[src/rtl/bcd_updown_seg_counter.sv]
// Multi-digit BCD up/down counter with tick prescaler, parallel load and a
// time-multiplexed 7-segment scan driver (seg/digit_sel registered, 1-cycle latency).
module bcd_updown_seg_counter #(
  parameter int NUM_DIGITS     = 4,
  parameter int TICK_DIV       = 6000000,
  parameter int SCAN_DIV       = 6000,
  parameter bit SEG_ACTIVE_LOW = 1'b1,
  parameter bit DIG_ACTIVE_LOW = 1'b1
) (
  input  logic                    clk,
  input  logic                    rst_n,
  input  logic                    en,
  input  logic                    up_dn,
  input  logic                    load,
  input  logic [4*NUM_DIGITS-1:0] load_val,
  output logic [4*NUM_DIGITS-1:0] count,
  output logic                    tick,
  output logic                    wrap,
  output logic [6:0]              seg,
  output logic [NUM_DIGITS-1:0]   digit_sel
);

  localparam int CW = 4 * NUM_DIGITS;
  localparam int PW = $clog2(TICK_DIV);
  localparam int SW = $clog2(SCAN_DIV);
  localparam int IW = (NUM_DIGITS > 1) ? $clog2(NUM_DIGITS) : 1;

  localparam logic [PW-1:0] PRE_LAST  = PW'(TICK_DIV - 1);
  localparam logic [SW-1:0] SCAN_LAST = SW'(SCAN_DIV - 1);
  localparam logic [IW-1:0] IDX_LAST  = IW'(NUM_DIGITS - 1);

  localparam logic [6:0] GLYPH_ZERO = 7'b1111110;
  localparam logic [6:0] SEG_RST    = SEG_ACTIVE_LOW ? ~GLYPH_ZERO : GLYPH_ZERO;
  localparam logic [NUM_DIGITS-1:0] DIG_ONE = NUM_DIGITS'(1);
  localparam logic [NUM_DIGITS-1:0] DIG_RST = DIG_ACTIVE_LOW ? ~DIG_ONE : DIG_ONE;

  function automatic logic [6:0] glyph(input logic [3:0] d);
    case (d)
      4'd0:    glyph = 7'b1111110;
      4'd1:    glyph = 7'b0110000;
      4'd2:    glyph = 7'b1101101;
      4'd3:    glyph = 7'b1111001;
      4'd4:    glyph = 7'b0110011;
      4'd5:    glyph = 7'b1011011;
      4'd6:    glyph = 7'b1011111;
      4'd7:    glyph = 7'b1110000;
      4'd8:    glyph = 7'b1111111;
      4'd9:    glyph = 7'b1111011;
      default: glyph = 7'b1111110;
    endcase
  endfunction

  logic [PW-1:0] presc;
  logic [SW-1:0] scan_cnt;
  logic [IW-1:0] idx;
  logic [IW-1:0] idx_next;
  logic [CW-1:0] step_val;
  logic [CW-1:0] load_clean;
  logic          step_wrap;
  logic          carry;
  logic [3:0]    nib;
  logic [3:0]    cur_nib;
  logic [6:0]    raw_seg;
  logic [NUM_DIGITS-1:0] onehot;

  // Ripple carry/borrow through the digits; carry out of the top digit is the wrap.
  always_comb begin
    step_val = count;
    carry    = 1'b1;
    nib      = 4'd0;
    for (int i = 0; i < NUM_DIGITS; i++) begin
      nib = count[4*i +: 4];
      if (carry) begin
        if (up_dn) begin
          if (nib == 4'd9) step_val[4*i +: 4] = 4'd0;
          else begin
            step_val[4*i +: 4] = nib + 4'd1;
            carry = 1'b0;
          end
        end else begin
          if (nib == 4'd0) step_val[4*i +: 4] = 4'd9;
          else begin
            step_val[4*i +: 4] = nib - 4'd1;
            carry = 1'b0;
          end
        end
      end
    end
    step_wrap = carry;
  end

  always_comb begin
    load_clean = load_val;
    for (int i = 0; i < NUM_DIGITS; i++) begin
      if (load_val[4*i +: 4] > 4'd9) load_clean[4*i +: 4] = 4'd0;
    end
  end

  always_ff @(posedge clk or negedge rst_n) begin
    if (!rst_n) begin
      presc <= '0;
      count <= '0;
      tick  <= 1'b0;
      wrap  <= 1'b0;
    end else begin
      tick <= 1'b0;
      wrap <= 1'b0;
      if (load) begin
        count <= load_clean;
        presc <= '0;
      end else if (en) begin
        if (presc == PRE_LAST) begin
          presc <= '0;
          count <= step_val;
          tick  <= 1'b1;
          wrap  <= step_wrap;
        end else begin
          presc <= presc + 1'b1;
        end
      end
    end
  end

  // Display decodes the pre-edge count at the index that becomes current on this edge.
  always_comb begin
    idx_next = idx;
    if (scan_cnt == SCAN_LAST) idx_next = (idx == IDX_LAST) ? '0 : idx + 1'b1;
    cur_nib = 4'd0;
    for (int i = 0; i < NUM_DIGITS; i++) begin
      if (IW'(i) == idx_next) cur_nib = count[4*i +: 4];
    end
    raw_seg = glyph(cur_nib);
    onehot  = DIG_ONE << idx_next;
  end

  always_ff @(posedge clk or negedge rst_n) begin
    if (!rst_n) begin
      scan_cnt  <= '0;
      idx       <= '0;
      seg       <= SEG_RST;
      digit_sel <= DIG_RST;
    end else begin
      scan_cnt  <= (scan_cnt == SCAN_LAST) ? '0 : scan_cnt + 1'b1;
      idx       <= idx_next;
      seg       <= SEG_ACTIVE_LOW ? ~raw_seg : raw_seg;
      digit_sel <= DIG_ACTIVE_LOW ? ~onehot : onehot;
    end
  end

endmodule
[config.mk]
export PLATFORM = sky130hd
export DESIGN_NAME = bcd_updown_seg_counter
export DESIGN_NICKNAME = d
export VERILOG_FILES = /design/src/rtl/bcd_updown_seg_counter.sv
export SDC_FILE = /design/constraint.sdc
export NUM_CORES = 1
export LEC_CHECK = 0
export CORE_AREA = 2 2 89 91
export DETAILED_ROUTE_END_ITERATION = 10
export DIE_AREA = 0 0 91 93
export PLACE_DENSITY = 0.8
export SLEW_MARGIN = 20
export SYNTH_ARGS = -nofsm -noshare
export SYNTH_HDL_FRONTEND = slang
export SYNTH_SLANG_ARGS = --single-unit
[constraint.sdc]
create_clock -name clk -period 4.1 [get_ports clk]
set_input_delay 0.41 -clock clk [delete_from_list [all_inputs] [get_ports clk]]
set_output_delay 0.41 -clock clk [all_outputs]
set_load 0.1 [all_outputs]
==> results of run 1 <==
[synthesized netlist by cell type (7+ instances only)]
library cell	number	area share (%)
sky130_fd_sc_hd__xnor2_1	15	3.2
sky130_fd_sc_hd__nand3_1	29	3.5
sky130_fd_sc_hd__mux2i_1	11	2.7
sky130_fd_sc_hd__o21ai_0	34	4.1
sky130_fd_sc_hd__nand4_1	7	1.1
sky130_fd_sc_hd__ha_1	7	2.1
sky130_fd_sc_hd__nand2_1	53	4.8
sky130_fd_sc_hd__inv_1	17	1.6
sky130_fd_sc_hd__xor2_1	18	3.8
sky130_fd_sc_hd__and3_1	9	1.4
sky130_fd_sc_hd__nor3_1	14	1.7
sky130_fd_sc_hd__a21oi_1	20	2.4
sky130_fd_sc_hd__clkbuf_1	24	2.2
sky130_fd_sc_hd__nor2_1	50	4.6
sky130_fd_sc_hd__dfrtp_1	63	38
[metrics by stage]
step / instances / utilization [%] / worst slack (ns) / hold slack, ns
after floorplan: 480 / - / 1.19 / 0.114
after global placement: 605 / 61.4 / 1.14 / 0.448
after detailed placement: 605 / 61.4 / 0.895 / 0.460
after CTS: 621 / 63.7 / 0.836 / 0.254
after global routing: 621 / 63.7 / 0.644 / 0.293
final: 621 / 63.7 / 0.852 / 0.215
[final cells by class]
type	instances	area [µm²]
fill	645	2730
inverter	18	72.6
tap	102	128
multi-input combinational	364	2220
timing repair buffer	54	523
clock inverter	6	42.5
clock buffer	10	128
sequential	67	1680
[registers in the layout, indices dropped and copies added (netlist names)]
signal / flops
count: 16
digit_sel: 4
idx: 2
presc: 23
scan_cnt: 13
seg: 7
tick: 1
wrap: 1
[cell families (layout without fill, tap and decap cells)]
| family | Yosys count | in the layout | synth area share (%) |
|---|---|---|---|
| flip-flops | 67 | 67 | 40.9 |
| AND/OR/NAND/NOR | 203 | 203 | 24.8 |
| multiplexers | 16 | 16 | 4.11 |
| AO/OA/AOI/OAI | 105 | 105 | 15.9 |
| XOR/XNOR | 33 | 33 | 7.03 |
| adder cells (fa/ha/maj) | 7 | 7 | 2.13 |
| buffers and inverters | 49 | 88 | 5.14 |
[cell usage in the layout (no fill, tap or decap), types with 3 or more instances in the layout]
master,netlist,layout
sky130_fd_sc_hd__nor2_1,50,50
sky130_fd_sc_hd__a211oi_1,6,6
sky130_fd_sc_hd__o22ai_1,5,5
sky130_fd_sc_hd__xor2_1,18,18
sky130_fd_sc_hd__ha_1,7,7
sky130_fd_sc_hd__a221oi_1,3,3
sky130_fd_sc_hd__nand2b_1,3,3
sky130_fd_sc_hd__a21oi_1,20,20
sky130_fd_sc_hd__nor2b_1,6,6
sky130_fd_sc_hd__and3_1,9,9
sky130_fd_sc_hd__nand3b_1,6,6
sky130_fd_sc_hd__clkbuf_8,0,9
sky130_fd_sc_hd__nand4_1,7,7
sky130_fd_sc_hd__dfstp_2,4,4
sky130_fd_sc_hd__o31ai_1,3,3
sky130_fd_sc_hd__a31oi_1,6,6
sky130_fd_sc_hd__nand3_1,29,29
sky130_fd_sc_hd__o21ai_0,34,34
sky130_fd_sc_hd__nor3_1,14,14
sky130_fd_sc_hd__dfrtp_1,63,63
sky130_fd_sc_hd__nor4_1,6,6
sky130_fd_sc_hd__buf_4,0,5
sky130_fd_sc_hd__clkdlybuf4s50_1,0,48
sky130_fd_sc_hd__inv_1,17,17
sky130_fd_sc_hd__o21ai_1,6,6
sky130_fd_sc_hd__clkinv_4,1,3
sky130_fd_sc_hd__mux2i_1,11,11
sky130_fd_sc_hd__or3_1,6,6
sky130_fd_sc_hd__nand2_1,53,53
sky130_fd_sc_hd__xnor2_1,15,15
sky130_fd_sc_hd__o211ai_1,3,3
[report_power, final]
part | total [mW] | switching, mW | internal, mW | leakage, nW
Sequential | 0.757 | 0.0678 | 0.689 | 0.881
Combinational | 0.463 | 0.325 | 0.138 | 0.983
Clock | 0.481 | 0.261 | 0.219 | 0.0822
Total | 1.70 | 0.654 | 1.05 | 1.95
[worst max-delay path: cells and delay by family (launching register included)]
| family | cells | cell delay [ns] |
|---|---|---|
| AOI/OAI and AO/OA | 3 | 0.66 |
| adders and majority gates | 1 | 0.24 |
| buffers and inverters | 1 | 0.13 |
| DFF | 1 | 0.46 |
| muxes | 1 | 0.59 |
| and+or+nand+nor | 3 | 1.11 |
[worst max-delay path by stage]
stage           startpoint      to  slack, ns
2_1_floorplan  scan_cnt[4]  seg[1]       1.19
5_1_grt        scan_cnt[4]  seg[1]       0.64
4_1_cts        scan_cnt[4]  seg[1]       0.84
3_5_place_dp   scan_cnt[4]  seg[1]       0.89
6_report       scan_cnt[4]  seg[1]       0.85
3_3_place_gp   scan_cnt[4]  seg[3]       1.14
[routing by layer]
metal  vias up  wire length (µm)  GRT usage [%]
met4         0               157           7.58
met3        14               511           4.92
li1       1772                 -              -
met1      1706              4180           31.5
met2       129              4480           37.8
met5         -                 0              0
==> impl_metrics.prom, run 1 <==
# TYPE chip_impl_metric gauge
chip_impl_info{name="status",value="finished, final reports clean"} 1
chip_impl_metric{name="postCtsSetupBuffers",unit=""} 0
chip_impl_info{name="synth_ff_type",value="sky130_fd_sc_hd__dfrtp_1"} 1
chip_impl_metric{name="worst_setup_hold_path_clk_slew",unit="ns"} 0.08
chip_impl_metric{name="ir_drop_worst_vdd",unit="mV"} 0.269
chip_impl_metric{name="worst_r2r_path_depth",unit=""} 9
chip_impl_metric{name="post-dp-hpwl",unit="µm"} 6560
chip_impl_info{name="path_class",value="flop to flop"} 1
chip_impl_info{name="rr_startpoint",value="scan_cnt[4]"} 1
chip_impl_metric{name="grt.overflow.total",unit=""} 0
chip_impl_metric{name="yosysWarnings",unit=""} 0
chip_impl_metric{name="seq_area_frac_synth",unit="%"} 40.9
chip_impl_metric{name="detailed_route_via_count",unit=""} 3621
chip_impl_info{name="worst_setup_path_start_kind",value="flop"} 1
chip_impl_metric{name="wl_per_cell",unit="µm"} 15.0
chip_impl_metric{name="fmax",unit="MHz"} 308
chip_impl_metric{name="drv_slew",unit=""} 0
chip_impl_metric{name="die_w",unit="µm"} 91
chip_impl_metric{name="power_density",unit="nW/µm²"} 355
chip_impl_metric{name="cap_violations",unit=""} 0
chip_impl_info{name="worst_hold_path_type",value="input pin to async pin"} 1
chip_impl_metric{name="netlist_area",unit="µm²"} 4110
chip_impl_metric{name="final_antenna_net_count",unit=""} 0
chip_impl_metric{name="number_of_flops_mapped_to_enable_cells_by_yosys",unit=""} 0
chip_impl_metric{name="die_h",unit="µm"} 93
chip_impl_metric{name="initial_utilization",unit="%"} 54.6
chip_impl_metric{name="finish.instance_area",unit="µm²"} 4790
chip_impl_metric{name="rrSetupSlack",unit="ns"} 0.85
chip_impl_metric{name="cts.sinks",unit=""} 67
chip_impl_metric{name="design.die.area",unit="µm²"} 8460
chip_impl_info{name="r2r_end",value="seg[1]"} 1
chip_impl_metric{name="leakage",unit="nW"} 1.95
chip_impl_metric{name="ctsHoldBuffers",unit=""} 0
chip_impl_metric{name="grt_first_pass_wirelength",unit="µm"} 16100
chip_impl_metric{name="slew_headroom",unit="%"} 33.4
chip_impl_metric{name="synth-seq-cells",unit=""} 67
chip_impl_info{name="worst_setup_path_end_kind",value="flop"} 1
chip_impl_metric{name="yosys.cell_types.count",unit=""} 61
chip_impl_metric{name="grt_start_max_net_pins",unit=""} 46
chip_impl_metric{name="power",unit="mW"} 1.70
chip_impl_metric{name="final_weighted_congestion_in_routability_driven_placement",unit=""} 0.870
chip_impl_metric{name="grt_antenna_before_repair",unit=""} 0
chip_impl_metric{name="cts-buffers-inserted",unit=""} 9
chip_impl_info{name="cts-root-buf",value="sky130_fd_sc_hd__clkbuf_8"} 1
chip_impl_metric{name="fin_skew",unit="ns"} 0.0134
chip_impl_metric{name="core",unit="µm²"} 7530
chip_impl_metric{name="post-route-drc-count",unit=""} 0
chip_impl_metric{name="async_reset_ff_share",unit="%"} 100
chip_impl_metric{name="cts_repair_resize_count",unit=""} 0
chip_impl_info{name="rsz0062_at_grt",value="false"} 1
chip_impl_metric{name="first_global_vias",unit=""} 3495
chip_impl_metric{name="num_antenna_cells",unit=""} 0
chip_impl_metric{name="critical_path_arrival",unit="ns"} 3.52
chip_impl_metric{name="clk_path_buf_depth",unit=""} 2
chip_impl_metric{name="via_per_inst",unit=""} 5.83
chip_impl_metric{name="synth_nets",unit=""} 508
chip_impl_metric{name="dpl_cell_area",unit="µm²"} 4620
chip_impl_metric{name="worst_ep_required_time",unit="ns"} 4.37
chip_impl_metric{name="drive_gt1_share",unit="%"} 7.13
chip_impl_metric{name="fin_setup_tns",unit="ns"} 0
chip_impl_metric{name="critical_path_peak_fanout",unit=""} 8
chip_impl_metric{name="clock_insertion_delay_worst_skew",unit="ns"} 0.34
chip_impl_metric{name="finalNetCount",unit=""} 542
chip_impl_metric{name="cts_max_level",unit=""} 3
chip_impl_metric{name="firstDrtPassIters",unit=""} 5
chip_impl_metric{name="finalSetupViolations",unit=""} 0
chip_impl_info{name="crit_chain",value="or4b_4 > nor3_4 > mux2i_2 > a21oi_1 > a32oi_1 > inv_1 > ha_1 > or2_0 > a21oi_2"} 1
chip_impl_metric{name="final_min_period_over_clock_period",unit="%"} 79.2
chip_impl_metric{name="netlist_instances",unit=""} 480
chip_impl_metric{name="final.min_clock_period",unit="ns"} 3.25
chip_impl_info{name="tritoncts",value="done"} 1
chip_impl_metric{name="syn_area_per_cell",unit="µm²"} 8.57
chip_impl_metric{name="drc_marker_count_from_the_first_detailed_route_iteration",unit=""} 223
chip_impl_metric{name="area_growth",unit="%"} 16.6
chip_impl_metric{name="worst_slew_pin_slew",unit="ns"} 0.996
chip_impl_metric{name="gr-usage-all-layers",unit="%"} 23.3
chip_impl_metric{name="drt-total-wl",unit="µm"} 9330
chip_impl_metric{name="stage_delay_of_the_slowest_cell_on_the_critical_path",unit="ns"} 0.61
chip_impl_metric{name="io_pins",unit=""} 50
chip_impl_metric{name="placementRows",unit=""} 32
chip_impl_metric{name="report.final.hold_viol_count",unit=""} 0
chip_impl_metric{name="port_buffers",unit=""} 49
chip_impl_info{name="critical_path.slowest_cell",value="sky130_fd_sc_hd__or4b_4"} 1
Note: power is estimated with default switching activity, not from simulation.
==> run 2: changes to the inputs <==
Settings changed: CORE_AREA 2 2 89 91 to 2 2 93 95, DIE_AREA 0 0 91 93 to 0 0 95 97, PLACE_DENSITY 0.8 to 0.77.
Clock period 4.1 ns to 2.7 ns, I/O delays scaled along.
==> impl_metrics.prom, run 2 (synthesis gave the netlist of run 1 again) <==
# TYPE chip_impl_metric gauge
chip_impl_info{name="status",value="finished, final reports clean"} 1
chip_impl_metric{name="worst_ep_required_time",unit="ns"} 2.99
chip_impl_metric{name="worst_setup_hold_path_clk_slew",unit="ns"} 0.07
chip_impl_metric{name="grt_first_pass_wirelength",unit="µm"} 16600
chip_impl_info{name="path_class",value="flop to flop"} 1
chip_impl_info{name="mostFrequentLayoutCells",value="sky130_fd_sc_hd__dfrtp_1 (63), sky130_fd_sc_hd__buf_4 (63), sky130_fd_sc_hd__nand2_1 (53), sky130_fd_sc_hd__nor2_1 (50), sky130_fd_sc_hd__o21ai_0 (34)"} 1
chip_impl_metric{name="cts_max_level",unit=""} 3
chip_impl_metric{name="worst_r2r_path_depth",unit=""} 9
chip_impl_metric{name="drive_gt1_share",unit="%"} 19.3
chip_impl_info{name="crit_end",value="seg[1]"} 1
chip_impl_metric{name="design.die.area",unit="µm²"} 9220
chip_impl_metric{name="fin_skew",unit="ns"} 0.00622
chip_impl_metric{name="finalNetCount",unit=""} 573
chip_impl_metric{name="cts-buffers-inserted",unit=""} 9
chip_impl_metric{name="dp.cells",unit=""} 632
chip_impl_info{name="worst_hold_path_type",value="input pin to async pin"} 1
chip_impl_info{name="worst_setup_path_end_kind",value="flop"} 1
chip_impl_metric{name="finalSetupViolations",unit=""} 0
chip_impl_info{name="cp_top_family",value="simple AND/OR/NAND/NOR gates"} 1
chip_impl_metric{name="power_density",unit="nW/µm²"} 520
chip_impl_metric{name="final_weighted_congestion_in_routability_driven_placement",unit=""} 0.851
chip_impl_metric{name="die_w",unit="µm"} 95
chip_impl_metric{name="cts.sinks",unit=""} 67
chip_impl_metric{name="final.min_clock_period",unit="ns"} 2.69
chip_impl_metric{name="worst-path-stages",unit=""} 9
chip_impl_metric{name="gr-usage-all-layers",unit="%"} 22.5
chip_impl_metric{name="fmax",unit="MHz"} 372
chip_impl_info{name="cts-root-buf",value="sky130_fd_sc_hd__clkbuf_8"} 1
chip_impl_info{name="top_layer",value="met4"} 1
chip_impl_metric{name="stdcell_count",unit=""} 655
chip_impl_metric{name="area_growth",unit="%"} 22.4
chip_impl_info{name="crit_start",value="scan_cnt[7]"} 1
chip_impl_metric{name="core",unit="µm²"} 8130
chip_impl_metric{name="leakage",unit="nW"} 2.14
chip_impl_metric{name="critical_path_peak_fanout",unit=""} 6
chip_impl_metric{name="final_min_period_over_clock_period",unit="%"} 99.7
chip_impl_metric{name="slew_headroom",unit="%"} 44.3
chip_impl_metric{name="power",unit="mW"} 2.62
chip_impl_info{name="top_regs",value="presc x23, count x16, scan_cnt x13"} 1
chip_impl_metric{name="post-route-drc-count",unit=""} 0
chip_impl_metric{name="drc_marker_count_from_the_first_detailed_route_iteration",unit=""} 247
chip_impl_metric{name="wl_per_cell",unit="µm"} 14.7
chip_impl_metric{name="critical_path_arrival",unit="ns"} 2.98
chip_impl_metric{name="grt_start_max_net_pins",unit=""} 68
chip_impl_metric{name="largest_reg_flops",unit=""} 23
chip_impl_metric{name="detailed_route_via_count",unit=""} 3784
chip_impl_info{name="r2r_end",value="seg[1]"} 1
chip_impl_metric{name="initial_utilization",unit="%"} 50.6
chip_impl_info{name="max_flop_register",value="presc"} 1
chip_impl_info{name="rr_startpoint",value="scan_cnt[7]"} 1
chip_impl_metric{name="post-dp-hpwl",unit="µm"} 6840
chip_impl_metric{name="detailroute.wirelength.met2",unit="µm"} 4560
chip_impl_metric{name="filler_cell_count",unit=""} 699
chip_impl_info{name="crit_chain",value="or4b_4 > nor3_4 > mux2i_4 > a21oi_1 > a32oi_2 > inv_2 > ha_1 > or2_0 > a21oi_2"} 1
chip_impl_metric{name="grt_antenna_before_repair",unit=""} 0
chip_impl_metric{name="rrSetupSlack",unit="ns"} 0.009
chip_impl_metric{name="placementRows",unit=""} 33
chip_impl_metric{name="drv_slew",unit=""} 0
chip_impl_metric{name="met3_wirelength",unit="µm"} 414
chip_impl_metric{name="grt.overflow.total",unit=""} 0
chip_impl_metric{name="num_antenna_cells",unit=""} 0
chip_impl_metric{name="report.final.hold_viol_count",unit=""} 0
chip_impl_metric{name="drt-total-wl",unit="µm"} 9630
chip_impl_metric{name="dpl_cell_area",unit="µm²"} 4760
chip_impl_info{name="worst_setup_path_start_kind",value="flop"} 1
chip_impl_metric{name="stage_delay_of_the_slowest_cell_on_the_critical_path",unit="ns"} 0.57
chip_impl_metric{name="finish.instance_area",unit="µm²"} 5030
chip_impl_info{name="rsz0062_at_grt",value="true"} 1
chip_impl_metric{name="worst_slew_pin_slew",unit="ns"} 0.836
chip_impl_metric{name="cap_violations",unit=""} 0
chip_impl_metric{name="ir_drop_worst_vdd",unit="mV"} 0.379
chip_impl_metric{name="port_buffers",unit=""} 49
chip_impl_info{name="tritoncts",value="done"} 1
chip_impl_metric{name="detail_route.wirelength.met1",unit="µm"} 4410
chip_impl_metric{name="clk_path_buf_depth",unit=""} 2
chip_impl_info{name="critical_path.slowest_cell",value="sky130_fd_sc_hd__or4b_4"} 1
chip_impl_metric{name="ctsHoldBuffers",unit=""} 0
chip_impl_metric{name="via_per_inst",unit=""} 5.78
chip_impl_metric{name="io_pins",unit=""} 50
chip_impl_metric{name="first_global_vias",unit=""} 3601
chip_impl_metric{name="clock_insertion_delay_worst_skew",unit="ns"} 0.35
chip_impl_metric{name="critPathBufInv",unit=""} 1
chip_impl_metric{name="firstDrtPassIters",unit=""} 5
chip_impl_metric{name="final_antenna_net_count",unit=""} 0
chip_impl_metric{name="die_h",unit="µm"} 97
==> run 2: cell types whose count changed in the layout (fill, tap and decap cells not counted), sizes merged <==
cell,change
clkinvlp,+1
clkinv,-2
clkdlybuf4s50,-29
inv,+1
buf,+60
==> run 2: layer usage <==
metal / global-route usage [%] / vias to the layer above
li1: - / 1828
met1: 31.7 / 1849
met2: 33.8 / 85
met3: 3.97 / 22
met4: 9.59 / 0
met5: 0 / -
==> run 2: layout make-up <==
type	count	area, µm²	share of cell area [%]
clock buffers	10	128	2.54
repair buffers	85	699	13.9
clock inverters	6	41.3	0.820
well taps	105	131	2.61
multi-input cells	364	2280	45.3
flip-flops and latches	67	1680	33.4
inverters	18	72.6	1.44
==> run 2: what timing repair did <==
| action | in CTS | in global routing |
|---|---|---|
| hold endpoints to repair | 0 | 0 |
| pin swaps | 3 | 4 |
| setup endpoints to repair | 5 | 11 |
| gates resized for setup | 6 | 5 |
| setup buffers | 4 | 3 |
==> run 2: worst min path at each step <==
stage                     slack [ns]  cells past startpoint        start            to
final                            0.1                      2        rst_n  digit_sel[0]
after global routing            0.17                      2        rst_n  digit_sel[0]
after CTS                       0.13                      2        rst_n  scan_cnt[12]
after detailed placement        0.45                      1  scan_cnt[0]   scan_cnt[0]
after global placement          0.44                      1  scan_cnt[0]   scan_cnt[0]
after floorplan                -0.03                      0        rst_n      count[0]
==> run 2: stage by stage <==
step	setup slack, ns	utilization, %	TNS (ns)	hold slack [ns]
6_report	0.00871	61.9	0	0.0969
5_1_grt	-0.0994	61.9	-0.257	0.174
4_1_cts	-0.0347	61.3	-0.0679	0.127
3_5_place_dp	-0.0915	58.6	-0.179	0.451
3_3_place_gp	0.0246	58.6	0	0.440
2_1_floorplan	0.0115	-	0	-0.0256
==> run 2: power breakdown <==
| group | switching (mW) | internal [mW] | leakage [nW] | total [mW] |
|---|---|---|---|---|
| Clock | 0.413 | 0.333 | 0.0787 | 0.746 |
| Sequential | 0.0678 | 1.05 | 0.881 | 1.11 |
| Combinational | 0.533 | 0.225 | 1.18 | 0.757 |
==> run 3: changes to the inputs <==
Settings changed: CTS_CLUSTER_DIAMETER set to 150.
==> results of run 3 <==
No change in the layout: final DEF, timing and power equal those of run 2.
